--- src/rtl/atm_pkg.sv ---
// atm_pkg: shared constants, FSM state type and switch-decoding helpers
// for the ATM deposit accumulator slice.
//   BILL_VALUE  : denomination of switch i (8 entries, switch 0 = $1)
//   qstate_e    : bill qualification FSM states
//   ATM_AMT_W   : default width of amount/balance buses
package atm_pkg;

  localparam int ATM_AMT_W = 16;

  localparam logic [15:0] BILL_VALUE [8] = '{16'd1, 16'd5, 16'd10, 16'd20,
                                             16'd50, 16'd100, 16'd200, 16'd500};

  typedef enum logic [2:0] {
    S_IDLE,
    S_COUNT,
    S_DEPOSIT,
    S_WAIT_REL,
    S_ERROR
  } qstate_e;

  // Exactly one bit set.
  function automatic logic is_onehot(input logic [7:0] v);
    return (v != 8'd0) && ((v & (v - 8'd1)) == 8'd0);
  endfunction

  // Two or more bits set (clearing the lowest set bit leaves something).
  function automatic logic is_multihot(input logic [7:0] v);
    return (v & (v - 8'd1)) != 8'd0;
  endfunction

  // Bit position of a one-hot value (highest set bit otherwise).
  function automatic logic [2:0] onehot_idx(input logic [7:0] v);
    logic [2:0] r;
    r = '0;
    for (int i = 0; i < 8; i++)
      if (v[i]) r = 3'(i);
    return r;
  endfunction

endpackage

--- src/rtl/atm_bill_qual.sv ---
// atm_bill_qual: bill switch qualifier. A one-hot switch value must be
// stable for HOLD_CYCLES consecutive samples before it is accepted; the
// accept strobe is high for the single DEPOSIT cycle. Multi-hot values
// park the FSM in ERROR until all switches are released.
//   clk, rst : clock, async active-high reset
//   switch   : bill switches (NUM_BILLS wide)
//   state    : current FSM state
//   idx      : latched bill index
//   accept   : high while in DEPOSIT (registered)
//   err      : high while in ERROR (registered)
module atm_bill_qual
  import atm_pkg::*;
#(
  parameter int NUM_BILLS   = 6,
  parameter int HOLD_CYCLES = 4
) (
  input  logic                 clk,
  input  logic                 rst,
  input  logic [NUM_BILLS-1:0] switch,
  output qstate_e              state,
  output logic [2:0]           idx,
  output logic                 accept,
  output logic                 err
);

  localparam int CW = $clog2(HOLD_CYCLES + 1);

  logic [7:0]    sw8;
  logic [CW-1:0] cnt;
  logic          sw_zero, sw_one, sw_multi;
  logic [2:0]    sw_idx;

  always_comb begin
    sw8 = '0;
    sw8[NUM_BILLS-1:0] = switch;
  end

  assign sw_zero  = (sw8 == 8'd0);
  assign sw_one   = is_onehot(sw8);
  assign sw_multi = is_multihot(sw8);
  assign sw_idx   = onehot_idx(sw8);

  // accept/err are registered alongside state so they match it exactly.
  always_ff @(posedge clk or posedge rst) begin
    if (rst) begin
      state  <= S_IDLE;
      cnt    <= '0;
      idx    <= '0;
      accept <= 1'b0;
      err    <= 1'b0;
    end else begin
      accept <= 1'b0;
      err    <= 1'b0;
      case (state)
        S_IDLE: begin
          if (sw_multi) begin
            state <= S_ERROR;
            err   <= 1'b1;
          end else if (sw_one) begin
            idx <= sw_idx;
            cnt <= CW'(1);
            if (HOLD_CYCLES == 1) begin
              state  <= S_DEPOSIT;
              accept <= 1'b1;
            end else begin
              state <= S_COUNT;
            end
          end
        end
        S_COUNT: begin
          if (sw_zero) begin
            state <= S_IDLE;
            cnt   <= '0;
          end else if (sw_multi) begin
            state <= S_ERROR;
            cnt   <= '0;
            err   <= 1'b1;
          end else if (sw_idx == idx) begin
            cnt <= cnt + CW'(1);
            if (cnt + CW'(1) == CW'(HOLD_CYCLES)) begin
              state  <= S_DEPOSIT;
              accept <= 1'b1;
            end
          end else begin
            // A different bill restarts the hold window.
            idx <= sw_idx;
            cnt <= CW'(1);
          end
        end
        S_DEPOSIT: begin
          // Switch is ignored here; release is only looked for in WAIT_REL.
          state <= S_WAIT_REL;
          cnt   <= '0;
        end
        S_WAIT_REL: begin
          if (sw_zero) begin
            state <= S_IDLE;
          end else if (sw_multi) begin
            state <= S_ERROR;
            err   <= 1'b1;
          end
        end
        S_ERROR: begin
          if (sw_zero) state <= S_IDLE;
          else         err   <= 1'b1;
        end
        default: state <= S_IDLE;
      endcase
    end
  end

endmodule

--- src/rtl/atm_deposit_accumulator.sv ---
// atm_deposit_accumulator: qualifies bill switches (atm_bill_qual) and
// keeps a saturating balance with withdrawal handling.
// Optional feature macro: ATM_DEP_COUNT_EN adds dep_count[15:0], a
// saturating count of accepted deposits.
//   clk, rst      : clock, async active-high reset
//   switch        : bill switches
//   clear         : synchronous balance clear (highest priority)
//   wd_req/wd_amt : withdrawal strobe and amount
//   balance       : registered balance, capped at MAX_BAL
//   bill_amount   : value of the bill being qualified/held, else 0
//   deposit_pulse : one strobe per accepted deposit, aligned with balance
//   wd_ack/nack   : withdrawal performed / refused (next cycle)
//   led_multi     : FSM is in ERROR (multi-switch)
//   sat           : sticky, a deposit was clipped at MAX_BAL
module atm_deposit_accumulator
  import atm_pkg::*;
#(
  parameter int NUM_BILLS   = 6,
  parameter int AMT_W       = ATM_AMT_W,
  parameter int MAX_BAL     = 9999,
  parameter int HOLD_CYCLES = 4
) (
  input  logic                 clk,
  input  logic                 rst,
  input  logic [NUM_BILLS-1:0] switch,
  input  logic                 clear,
  input  logic                 wd_req,
  input  logic [AMT_W-1:0]     wd_amt,
  output logic [AMT_W-1:0]     balance,
  output logic [AMT_W-1:0]     bill_amount,
  output logic                 deposit_pulse,
  output logic                 wd_ack,
  output logic                 wd_nack,
  output logic                 led_multi,
`ifdef ATM_DEP_COUNT_EN
  output logic [15:0]          dep_count,
`endif
  output logic                 sat
);

  localparam logic [AMT_W:0] MAXB = (AMT_W+1)'(MAX_BAL);

  qstate_e          state;
  logic [2:0]       idx;
  logic             accept;
  logic [AMT_W-1:0] val;
  logic [AMT_W:0]   sum;
  logic             clip;
  logic [AMT_W-1:0] b_dep;
  logic             held;

  atm_bill_qual #(
    .NUM_BILLS  (NUM_BILLS),
    .HOLD_CYCLES(HOLD_CYCLES)
  ) u_qual (
    .clk   (clk),
    .rst   (rst),
    .switch(switch),
    .state (state),
    .idx   (idx),
    .accept(accept),
    .err   (led_multi)
  );

  // Deposit is applied first (with one spare bit for the saturation check);
  // a same-cycle withdrawal is then judged against b_dep.
  always_comb begin
    val   = AMT_W'(BILL_VALUE[idx]);
    sum   = {1'b0, balance} + {1'b0, val};
    clip  = accept && (sum > MAXB);
    b_dep = balance;
    if (accept) b_dep = clip ? MAXB[AMT_W-1:0] : sum[AMT_W-1:0];
    held  = (state == S_COUNT) || (state == S_DEPOSIT) || (state == S_WAIT_REL);
  end

  always_ff @(posedge clk or posedge rst) begin
    if (rst) begin
      balance       <= '0;
      bill_amount   <= '0;
      deposit_pulse <= 1'b0;
      wd_ack        <= 1'b0;
      wd_nack       <= 1'b0;
      sat           <= 1'b0;
`ifdef ATM_DEP_COUNT_EN
      dep_count     <= '0;
`endif
    end else begin
      deposit_pulse <= accept;
      bill_amount   <= held ? val : '0;
      wd_ack        <= 1'b0;
      wd_nack       <= 1'b0;
      if (clear) begin
        // Deposit is dropped; a zero withdrawal still trivially succeeds.
        balance <= '0;
        sat     <= 1'b0;
        if (wd_req) begin
          wd_ack  <= (wd_amt == '0);
          wd_nack <= (wd_amt != '0);
        end
`ifdef ATM_DEP_COUNT_EN
        dep_count <= '0;
`endif
      end else begin
        if (clip) sat <= 1'b1;
        if (wd_req && (wd_amt <= b_dep)) begin
          balance <= b_dep - wd_amt;
          wd_ack  <= 1'b1;
        end else begin
          balance <= b_dep;
          wd_nack <= wd_req;
        end
`ifdef ATM_DEP_COUNT_EN
        if (accept && (dep_count != 16'hFFFF)) dep_count <= dep_count + 16'd1;
`endif
      end
    end
  end

endmodule

--- config.mk ---
export PLATFORM = sky130hd
export DESIGN_NAME = atm_deposit_accumulator
export DESIGN_NICKNAME = d
export VERILOG_FILES = /design/src/rtl/atm_pkg.sv /design/src/rtl/atm_bill_qual.sv /design/src/rtl/atm_deposit_accumulator.sv
export SDC_FILE = /design/constraint.sdc
export NUM_CORES = 1
export LEC_CHECK = 0
export ABC_AREA = 1
export BUFFER_PORTS_ARGS = -buffer_cell sky130_fd_sc_hd__buf_2
export CAP_MARGIN = 25
export CORE_ASPECT_RATIO = 1.25
export CORE_MARGIN = 10
export CORE_UTILIZATION = 53
export CTS_CLUSTER_DIAMETER = 150
export DETAILED_ROUTE_END_ITERATION = 8
export PLACE_DENSITY = 0.75
export SYNTH_ARGS = -nofsm -noshare
export SYNTH_HDL_FRONTEND = slang
export SYNTH_SLANG_ARGS = --single-unit
--- constraint.sdc ---
create_clock -name clk -period 4.6 [get_ports clk]
set_input_delay 0.23 -clock clk [delete_from_list [all_inputs] [get_ports clk]]
set_output_delay 0.23 -clock clk [all_outputs]
set_load 0.05 [all_outputs]
; ---- Word-level counts from Yosys, hierarchy flattened
; Memory sizes are Yosys's and may differ from the RTL's.
; Index checks and enable logic that the tools add are counted.
[word_totals]
reg_bits = 47
rom_bits = 128
inputBits = 26
output_inout_bits = 37
word_cells = 106
memories = 1
[op_classes]
addsub = 4
magnitude_cmp = 3
eq_ne = 16
mux = 50
bitwise_logic = 2
n_reduce_logical = 19
[mem_list]
columns = memory, words, width, rd, rd_ports_with_merged_regs, wr, line_no
row1 = (name not given), 8, 16, 1, 0, 0, atm_deposit_accumulator.sv:68  ; val = AMT_W'(BILL_VALUE[idx]);
[ops]
columns = op, count
row1 = $mux W16, 7
row2 = $mux W3, 20
row3 = $add A16 B16 Y17, 1
row4 = $gt A17 B14 Y1 const B, 1
row5 = $mux W1, 17
row6 = $le A16 B16 Y1, 1
row7 = $logic_not A16 Y1, 1
row8 = $logic_not A8 Y1, 2
row9 = $reduce_bool A16 Y1, 1
row10 = $reduce_bool A8 Y1, 2
row11 = $sub A16 B16 Y16, 1
row12 = $pmux W3 S5, 1
row13 = $pmux W3 S3, 1
row14 = $and A6 B8 Y8, 1
row15 = $ne A2 B2 Y1 const B, 4
row16 = $ne A4 B1 Y1 const B, 2
row17 = $sub A6 B1 Y7 const B, 1
row18 = $eq A3 B2 Y1 const B, 2
row19 = $eq A3 B3 Y1 const B, 2
row20 = $ne A3 B1 Y1 const B, 2
row21 = $pmux W3 S2, 1
row22 = $reduce_and A6 Y1, 1
row23 = $reduce_and A5 Y1, 1
row24 = $ge A4 B4 Y1 const B, 1
row25 = 14 further kinds, 20

; ---- Longest topological paths before layout
; Gate-level depths: netlist of run 1.
[depth]
depth_word = 13
depth_mapped = 38

; ---- By module
; A second synthesis of run 1 with hierarchy kept.
[unflattened]
hier_cells = 629
hier_area_um2 = 4180.3
[modules_own_cells]
columns = module, n_inst, cells_per_inst, area_per_inst_um2, seq_area_each_um2
row1 = atm_deposit_accumulator, 1, 514, 3365.7, 725.7
row2 = atm_bill_qual, 1, 115, 814.5, 275.3

; ---- Worst setup path before layout of run 1
; OpenSTA, ideal clock, no wires.
[synth_path]
path_type = register -> register
from = register u_qual.idx[0]
to = register balance[15]
setup_ps = 121
arrival_ps = 4157
required_time_ps = 4479
setup_slack_ps = 322
path_stages_with_launch = 33
path_buffers = 0
cell_sequence = dfrtp_1 > inv_1 > ha_1 > inv_1 > o21ai_0 > fa_1 > nand2_2 > nand2_1 > nand3b_1 > nand2_1 > nand2_1 > nand2_1 > nand2_1 > nand2_1 > nand3_2 > nor2_4 > nand2_2 > nand2_2 > inv_1 > nor2_2 > ha_1 > inv_1 > fa_1 > nand2_1 > nand2_1 > nand2_1 > o211ai_1 > nand3_1 > o211ai_1 > nand2_1 > clkinv_1 > o21ai_0 > nor2_1
[synth_between]
elab_chain_len = 13
elab_cells_between_ends = 14
[synth_rtl]
columns = element, line_no
row1 = "start, declared", atm_bill_qual.sv:21  ; output logic [2:0] idx,
row2 = "start signal, assigned", atm_bill_qual.sv:60  ; idx <= sw_idx;
row3 = "start signal, assigned", atm_bill_qual.sv:86  ; idx <= sw_idx;
row4 = $not A3 Y4 (implied by the code) (*), atm_deposit_accumulator.sv:68
row5 = $mem_v2 Z8 W16 (*), --
row6 = $mux W16 (implied by the code) (*) (2 in a row), atm_deposit_accumulator.sv:68
row7 = $add A16 B16 Y17 (*), atm_deposit_accumulator.sv:69  ; sum = {1'b0, balance} + {1'b0, val};
row8 = $gt A17 B14 Y1, atm_deposit_accumulator.sv:70  ; clip = accept && (sum > MAXB);
row9 = $logic_and A1 B1 Y1, atm_deposit_accumulator.sv:70
row10 = $mux W16 (*) (2 in a row), atm_deposit_accumulator.sv:72  ; if (accept) b_dep = clip ? MAXB[AMT_W-1:0] : sum[AMT_W-1:0];
row11 = $le A16 B16 Y1, atm_deposit_accumulator.sv:105  ; if (wd_req && (wd_amt <= b_dep)) begin
row12 = $logic_and A1 B1 Y1, atm_deposit_accumulator.sv:105
row13 = $mux W16 (*), atm_deposit_accumulator.sv:105
row14 = $mux W16 (*), atm_deposit_accumulator.sv:92  ; if (clear) begin
row15 = "end signal, assigned", atm_deposit_accumulator.sv:106  ; balance <= b_dep - wd_amt;
row16 = "end signal, assigned", atm_deposit_accumulator.sv:109  ; balance <= b_dep;
row17 = "end, declared", atm_deposit_accumulator.sv:29  ; output logic [AMT_W-1:0] balance,
; Mark *: on every way between the ends. The rest lies on a longest branch, timed or not. The select of a mux whose other input is x is not followed.
; A chain may end at the register's enable or synchronous reset.

; ---- Worst setup path after layout of run 1
[layout_path]
from = register u_qual.idx[1]
to = register balance[4]
; The elaborated chain is that of the path after synthesis.

==> results of run 1 <==
area by class of cell:
type	instances	share of cell area
Multi-Input combinational cell	456	0.5686
Sequential cell	40	0.2013
Timing Repair Buffer	83	0.1056
Inverter	101	0.07704
Tap cell	92	0.02309
Clock buffer	6	0.01656
Clock inverter	2	0.007779
cell usage in the layout (no fill, tap or decap), types with 6 or more instances in the layout:
master    count
dfrtp_1      38
a21oi_1      27
nor2_2        9
a21oi_2      11
nand2_1     134
ha_4         11
conb_1        7
clkbuf_8      6
nor2_4        6
nand4_1      11
xor2_1       10
nor3_1        9
inv_1        91
ha_1         18
inv_2         7
or2_2         7
o21ai_0      28
buf_4        23
nand3_1      29
nand2_2      34
nor2_1       50
buf_2        55
nand3b_1      7
layer usage:
metal,vias up,GRT usage,wire (um)
met5,-,0,0
met4,0,0.05437,189
met3,17,0.02877,481
met2,108,0.3175,5804
met1,1911,0.2250,4899
li1,2085,-,-
sequential cells by signal, summed over array words and instances, names as in the netlist:
signal,cells
deposit_pulse,1
wd_nack,1
u_qual.state,3
sat,1
u_qual.err,1
wd_ack,1
u_qual.accept,1
bill_amount,9
balance,16
u_qual.idx,3
u_qual.cnt,3
metrics by stage:
step	std cells	area [sq um]	total power [mW]
6_report	780	4986	1.276
5_1_grt	780	4986	1.349
3_5_place_dp	760	4448	0.8853
3_3_place_gp	760	4448	0.8736
4_1_cts	768	4583	1.195
2_1_floorplan	612	4019	0.7469
cell families after synthesis:
family / synth area share
AND/OR/NAND/NOR: 0.3610
adder cells (fa/ha/maj): 0.1102
AO/OA/AOI/OAI: 0.1262
XOR/XNOR: 0.03287
buffers and inverters: 0.1183
other: 0.0009384
flip-flops: 0.2505
final timing paths:
path | slack [ns] | cells after the start | end | from
max in group asynchronous | 4.18 | 3 | u_qual.idx[2]$_DFFE_PP0P_ | rst
min | 0.04 | 3 | u_qual.err$_DFF_PP0_ | rst
max reg2reg | 0.20 | 35 | balance[4]$_DFF_PP0_ | u_qual.idx[1]$_DFFE_PP0P_
min reg2reg | 0.53 | 2 | u_qual.cnt[1]$_DFFE_PP0P_ | u_qual.cnt[1]$_DFFE_PP0P_
min in group clk | 0.22 | 2 | balance[7]$_DFF_PP0_ | clear
max | 0.20 | 35 | balance[4]$_DFF_PP0_ | u_qual.idx[1]$_DFFE_PP0P_
power groups by stage:
| stage | Sequential, mW | Combinational (mW) | Clock [mW] |
|---|---|---|---|
| finish | 0.421 | 0.544 | 0.312 |
| global route | 0.428 | 0.595 | 0.326 |
| CTS | 0.417 | 0.465 | 0.313 |
| detailed placement | 0.424 | 0.462 | 0 |
| global placement | 0.422 | 0.451 | 0 |
| floorplan | 0.461 | 0.286 | 0 |
worst min-delay path, stage by stage:
cell   delay, ns
buf_2       0.09
inv_1       0.04
buf_4       0.43
cells in the mapped netlist:
cell type  instances
nand3_1           29
nor3_1            10
a21oi_2            5
ha_1              32
a21boi_2           1
a31oi_1            1
or2_2              7
o211ai_1           2
o21a_1             1
xnor2_1            5
dfrtp_1           40
and3_1             1
o2111ai_1          1
o21ai_0           32
nand3b_1           7
a21oi_4            1
nor2_2             9
nand3_2            5
inv_1             98
and2_1             1
a21boi_0           1
xor2_1            10
conb_1             1
buf_4              7
clkbuf_1           4
a21oi_1           33
buf_6              1
buf_2              3
nor2_4             2
clkinv_1           2
o311ai_0           2
inv_2              1
nand2_2           22
fa_1               2
o21bai_1           1
or2_4              1
nand4_1           11
o31ai_1            3
o22ai_1            1
nor4_1             4
a221oi_1           1
nand2_1          151
nor2_1            54
repair_timing:
| action | in CTS | in global routing |
|---|---|---|
| pin swaps | 1 | 30 |
| setup endpoints to repair | 7 | 18 |
| hold buffers | 0 | 0 |
| cloned | 0 | 2 |
| setup buffers | 0 | 10 |
| resized for setup | 2 | 78 |
==> results_dict.tcl, run 1 <==
set metrics [dict create \
    status "finished, final reports clean" \
    num_antenna_cells 0 \
    cts_buffers 5 \
    cts_tree "yes" \
    power_density_mw_per_mm2 256.0 \
    hold_path_class "in -> async" \
    post-route-util 0.6777 \
    crit_required_ns 4.82 \
    post-place-ws_ns -0.05825 \
    vias_per_cell 5.283 \
    drcViolationCount 0 \
    fp.dieArea_sq_mm 0.01144 \
    fin_skew_ns 0.006318 \
    whs_ns 0.04499 \
    path_class "reg -> reg" \
    dp_hpwl_um 8923 \
    clock-root-buffer "clkbuf_8" \
    grt_usage 0.1814 \
    synth_seq_cells 40 \
    avgSynthCellArea_sq_um 6.595 \
    leakage_nw 2.776 \
    numPortBuffers 55 \
    critPathCaptureType "flop" \
    p_sw_frac 0.3998 \
    grt_max_degree 41 \
    yosysWarningCount 0 \
    first_pass_iters 4 \
    cpPeakStageDelay_ns 0.43 \
    insertion_delay_ns 0.30 \
    final_layout_size_suffix_gt1_frac 0.2922 \
    relSlewSlack 0.4973 \
    num_io_pins 63 \
    fillCellCount 620 \
    ir_worst_vdd_mv 0.1806 \
    layout.nets 747 \
    core-area_sq_mm 0.007357 \
    multi_input_area_sq_mm 0.002835 \
    wl_per_cell_um 14.58 \
    drt_iter0_markers 224 \
    final-hold-violation-count 0 \
    clock_power_share 0.245 \
    netlist-cell-type-count 43 \
    grt_pass1_vias 3844 \
    slew_violations 0 \
    grt_pass1_wl_um 17600 \
    vias 4121 \
    synthToLayoutAreaGrowth_pct 24.77 \
    ctsHtreeMaxLevel 2 \
    clock-sinks 40 \
    seqCellArea_sq_mm 0.001003 \
    finalCritPeriodShare 0.9565 \
    startpoint_type "flop" \
    die_h_um 117.1 \
    fmax_mhz 227.3 \
    antenna_found_initial 0 \
    clockBufferDepth 2 \
    cp_data_arrival_time_ns 4.62 \
    tightest_slew_ns 0.7540 \
    die_x_um 97.67 \
    ant_nets 0 \
    max-cap-violations 0 \
    timing.critical_path.buf_inv 6 \
    rows 35 \
    combPwrFrac 0.426 \
    finalCriticalPeriod_ns 4.400 \
    start_util 0.5432 \
    cpMostUsedCell "nand2_2" \
    totalWireLength_um 11380 \
    netlist_area_sq_mm 0.003996 \
    ys_seq_area_frac 0.2505 \
    p_int_mw 0.7661 \
    synth_top_area_cell "dfrtp_1" \
    fin_ws_ns 0.2002 \
    critPathSlowestCell "dfrtp_2" \
    switchingPower_mw 0.5103 \
    crit_path_max_fanout 6 \
    grt_overflow 0 \
    crit_family "simple AND/OR/NAND/NOR gates" \
    synth_cells 606 \
    synth_top_area_frac 0.2505 \
    yosys-top-cells-area "dfrtp_1 (25%), nand2_1 (14%), ha_1 (10%)" \
    globalplace.congestion 1.022 \
    finalSetupViolations 0 \
    path_clk_slew_ns 0.09 \
    tns_ns 0 \
    pwr-share-seq 0.330 \
]
(Power assumes the default switching activity.)
==> run 2: changes to the inputs <==
CORE_ASPECT_RATIO = 1.75   (was 1.25)
==> run 2 against run 1 <==
Compared with the run above: routed wire length increased by 5.9%; cell count increased by 0.90%; worst hold slack improved by 0.014 ns; register-to-register slack got worse by 0.07 ns; largest cell class unchanged; highest routed layer unchanged.
==> results_dict.tcl, run 2 (synthesis results as in run 1) <==
set metrics [dict create \
    drt_iter0_markers 253 \
    grt_setup_unrepaired "true" \
    path_clk_slew_ns 0.06 \
    cpPeakStageDelay_ns 0.45 \
    grt_max_degree 41 \
    ctsHtreeMaxLevel 2 \
    vias_per_cell 5.371 \
    fmax_mhz 223.6 \
    first_pass_iters 5 \
    clock-sinks 40 \
    grt_pass1_wl_um 17810 \
    antenna_found_initial 0 \
    largest_reg_flops 16 \
    synthToLayoutAreaGrowth_pct 31.75 \
    layout.nets 760 \
    max-cap-violations 0 \
    cts.hold.buffers_added 0 \
    clockBufferDepth 2 \
    final-hold-violation-count 0 \
    regMostFlops "balance" \
    critPathSlowestCell "dfrtp_2" \
    grt_overflow 0 \
    power_density_mw_per_mm2 270.2 \
    final_cell_mix "nand2_1 (124), inv_1 (88), buf_2 (55), nor2_1 (45), nand2_2 (41)" \
    final_layout_size_suffix_gt1_frac 0.3424 \
    relSlewSlack 0.5457 \
    critPathCaptureType "flop" \
    tightest_slew_ns 0.6815 \
    finalSetupViolations 0 \
    ant_nets 0 \
    drcViolationCount 0 \
    startpoint_type "flop" \
    wl_per_cell_um 15.30 \
    num_io_pins 63 \
    top_regs "balance (16), bill_amount (9)" \
    cts_buffers 5 \
    fin_skew_ns 0.004182 \
    totalWireLength_um 12040 \
    ir_worst_vdd_mv 0.2215 \
    leakage_nw 2.915 \
    hold_path_class "in -> async" \
    crit_path_max_fanout 6 \
    status "finished, final reports clean" \
    cts_tree "yes" \
    start_util 0.5486 \
    vias 4227 \
    globalplace.congestion 0.9448 \
    cp_data_arrival_time_ns 4.63 \
    fp.dieArea_sq_mm 0.01155 \
    finalCriticalPeriod_ns 4.472 \
    die_x_um 85.64 \
    fin_area_sq_mm 0.005265 \
    crit_required_ns 4.75 \
    slew_violations 0 \
    path_class "reg -> reg" \
    numPortBuffers 55 \
    die_h_um 134.9 \
    rows 41 \
    finalCritPeriodShare 0.9722 \
    insertion_delay_ns 0.29 \
    whs_ns 0.05889 \
    core-area_sq_mm 0.007284 \
    grt_pass1_vias 4023 \
    dp_hpwl_um 8738 \
    cpMostUsedCell "nand2_2" \
    num_antenna_cells 0 \
    clock-root-buffer "clkbuf_16" \
    layout_commonest_cell "nand2_1" \
    dpl_cell_area_sq_mm 0.004471 \
    grt_usage 0.1847 \
]
[run 2: changes by cell type in the layout (fill, tap and decap cells not counted), sizes merged]
cell      delta
clkbuf       +1
clkinvlp     +1
buf         +11
[run 2: metrics by stage]
step | util | TNS [ns] | setup WS [ns] | cells | power, mW
2_1_floorplan | - | 0 | 0.3219 | 612 | 0.7469
3_3_place_gp | 0.6137 | -0.007180 | -0.007180 | 758 | 0.8769
3_5_place_dp | 0.6137 | -0.5590 | -0.1042 | 758 | 0.8851
4_1_cts | 0.6419 | 0 | 0.02303 | 767 | 1.315
5_1_grt | 0.7228 | -0.7195 | -0.1103 | 787 | 1.498
6_report | 0.7228 | 0 | 0.1281 | 787 | 1.422
[run 2: layout make-up]
class / count / area [sq um]
multi-input combinational: 456 / 2947
clock buffer: 6 / 138.9
tap: 86 / 107.6
inverter: 101 / 384.1
timing repair buffer: 95 / 638.1
fill: 559 / 2019
clock inverter: 2 / 38.79
sequential: 40 / 1003
timing repair inverter: 1 / 7.507
[run 2: final timing paths]
kind	depth (start not counted)	from	slack, ns	end
max	34	u_qual.idx[1]$_DFFE_PP0P_	0.13	wd_ack$_DFF_PP0_
min	3	rst	0.06	sat$_DFFE_PP0P_
max in group asynchronous	3	rst	4.15	u_qual.idx[2]$_DFFE_PP0P_
max reg2reg	34	u_qual.idx[1]$_DFFE_PP0P_	0.13	wd_ack$_DFF_PP0_
min in group clk	2	clear	0.24	balance[4]$_DFF_PP0_
min reg2reg	2	u_qual.cnt[1]$_DFFE_PP0P_	0.51	u_qual.cnt[1]$_DFFE_PP0P_
[run 2: worst max-delay path: cells and delay by family (launching register included)]
kind,cells,cell delay [ns]
fa+ha+maj,4,1.13
simple gates,21,1.81
flops,1,0.45
buf+inv,5,0.49
compound gates,4,0.41
[run 2: per-layer routing]
layer | vias to the layer above | track usage | share of wire
li1 | 2114 | - | -
met3 | 33 | 0.03494 | 0.047
met5 | - | 0 | 0
met2 | 133 | 0.3395 | 0.54
met1 | 1947 | 0.1977 | 0.38
met4 | 0 | 0.07537 | 0.033
[run 2: repair_timing]
item / CTS / global route
resized for setup: 5 / 113
gates cloned: 0 / 4
endpoints found under the setup margin: 14 / 17
buffers inserted: 1 / 16
pin swaps: 2 / 42
[run 2: power breakdown]
part / leakage, nW / internal, mW / switching (mW) / total [mW]
Combinational: 2.29 / 0.215 / 0.360 / 0.575
Clock: 0.0871 / 0.272 / 0.151 / 0.423
Sequential: 0.537 / 0.389 / 0.0359 / 0.425
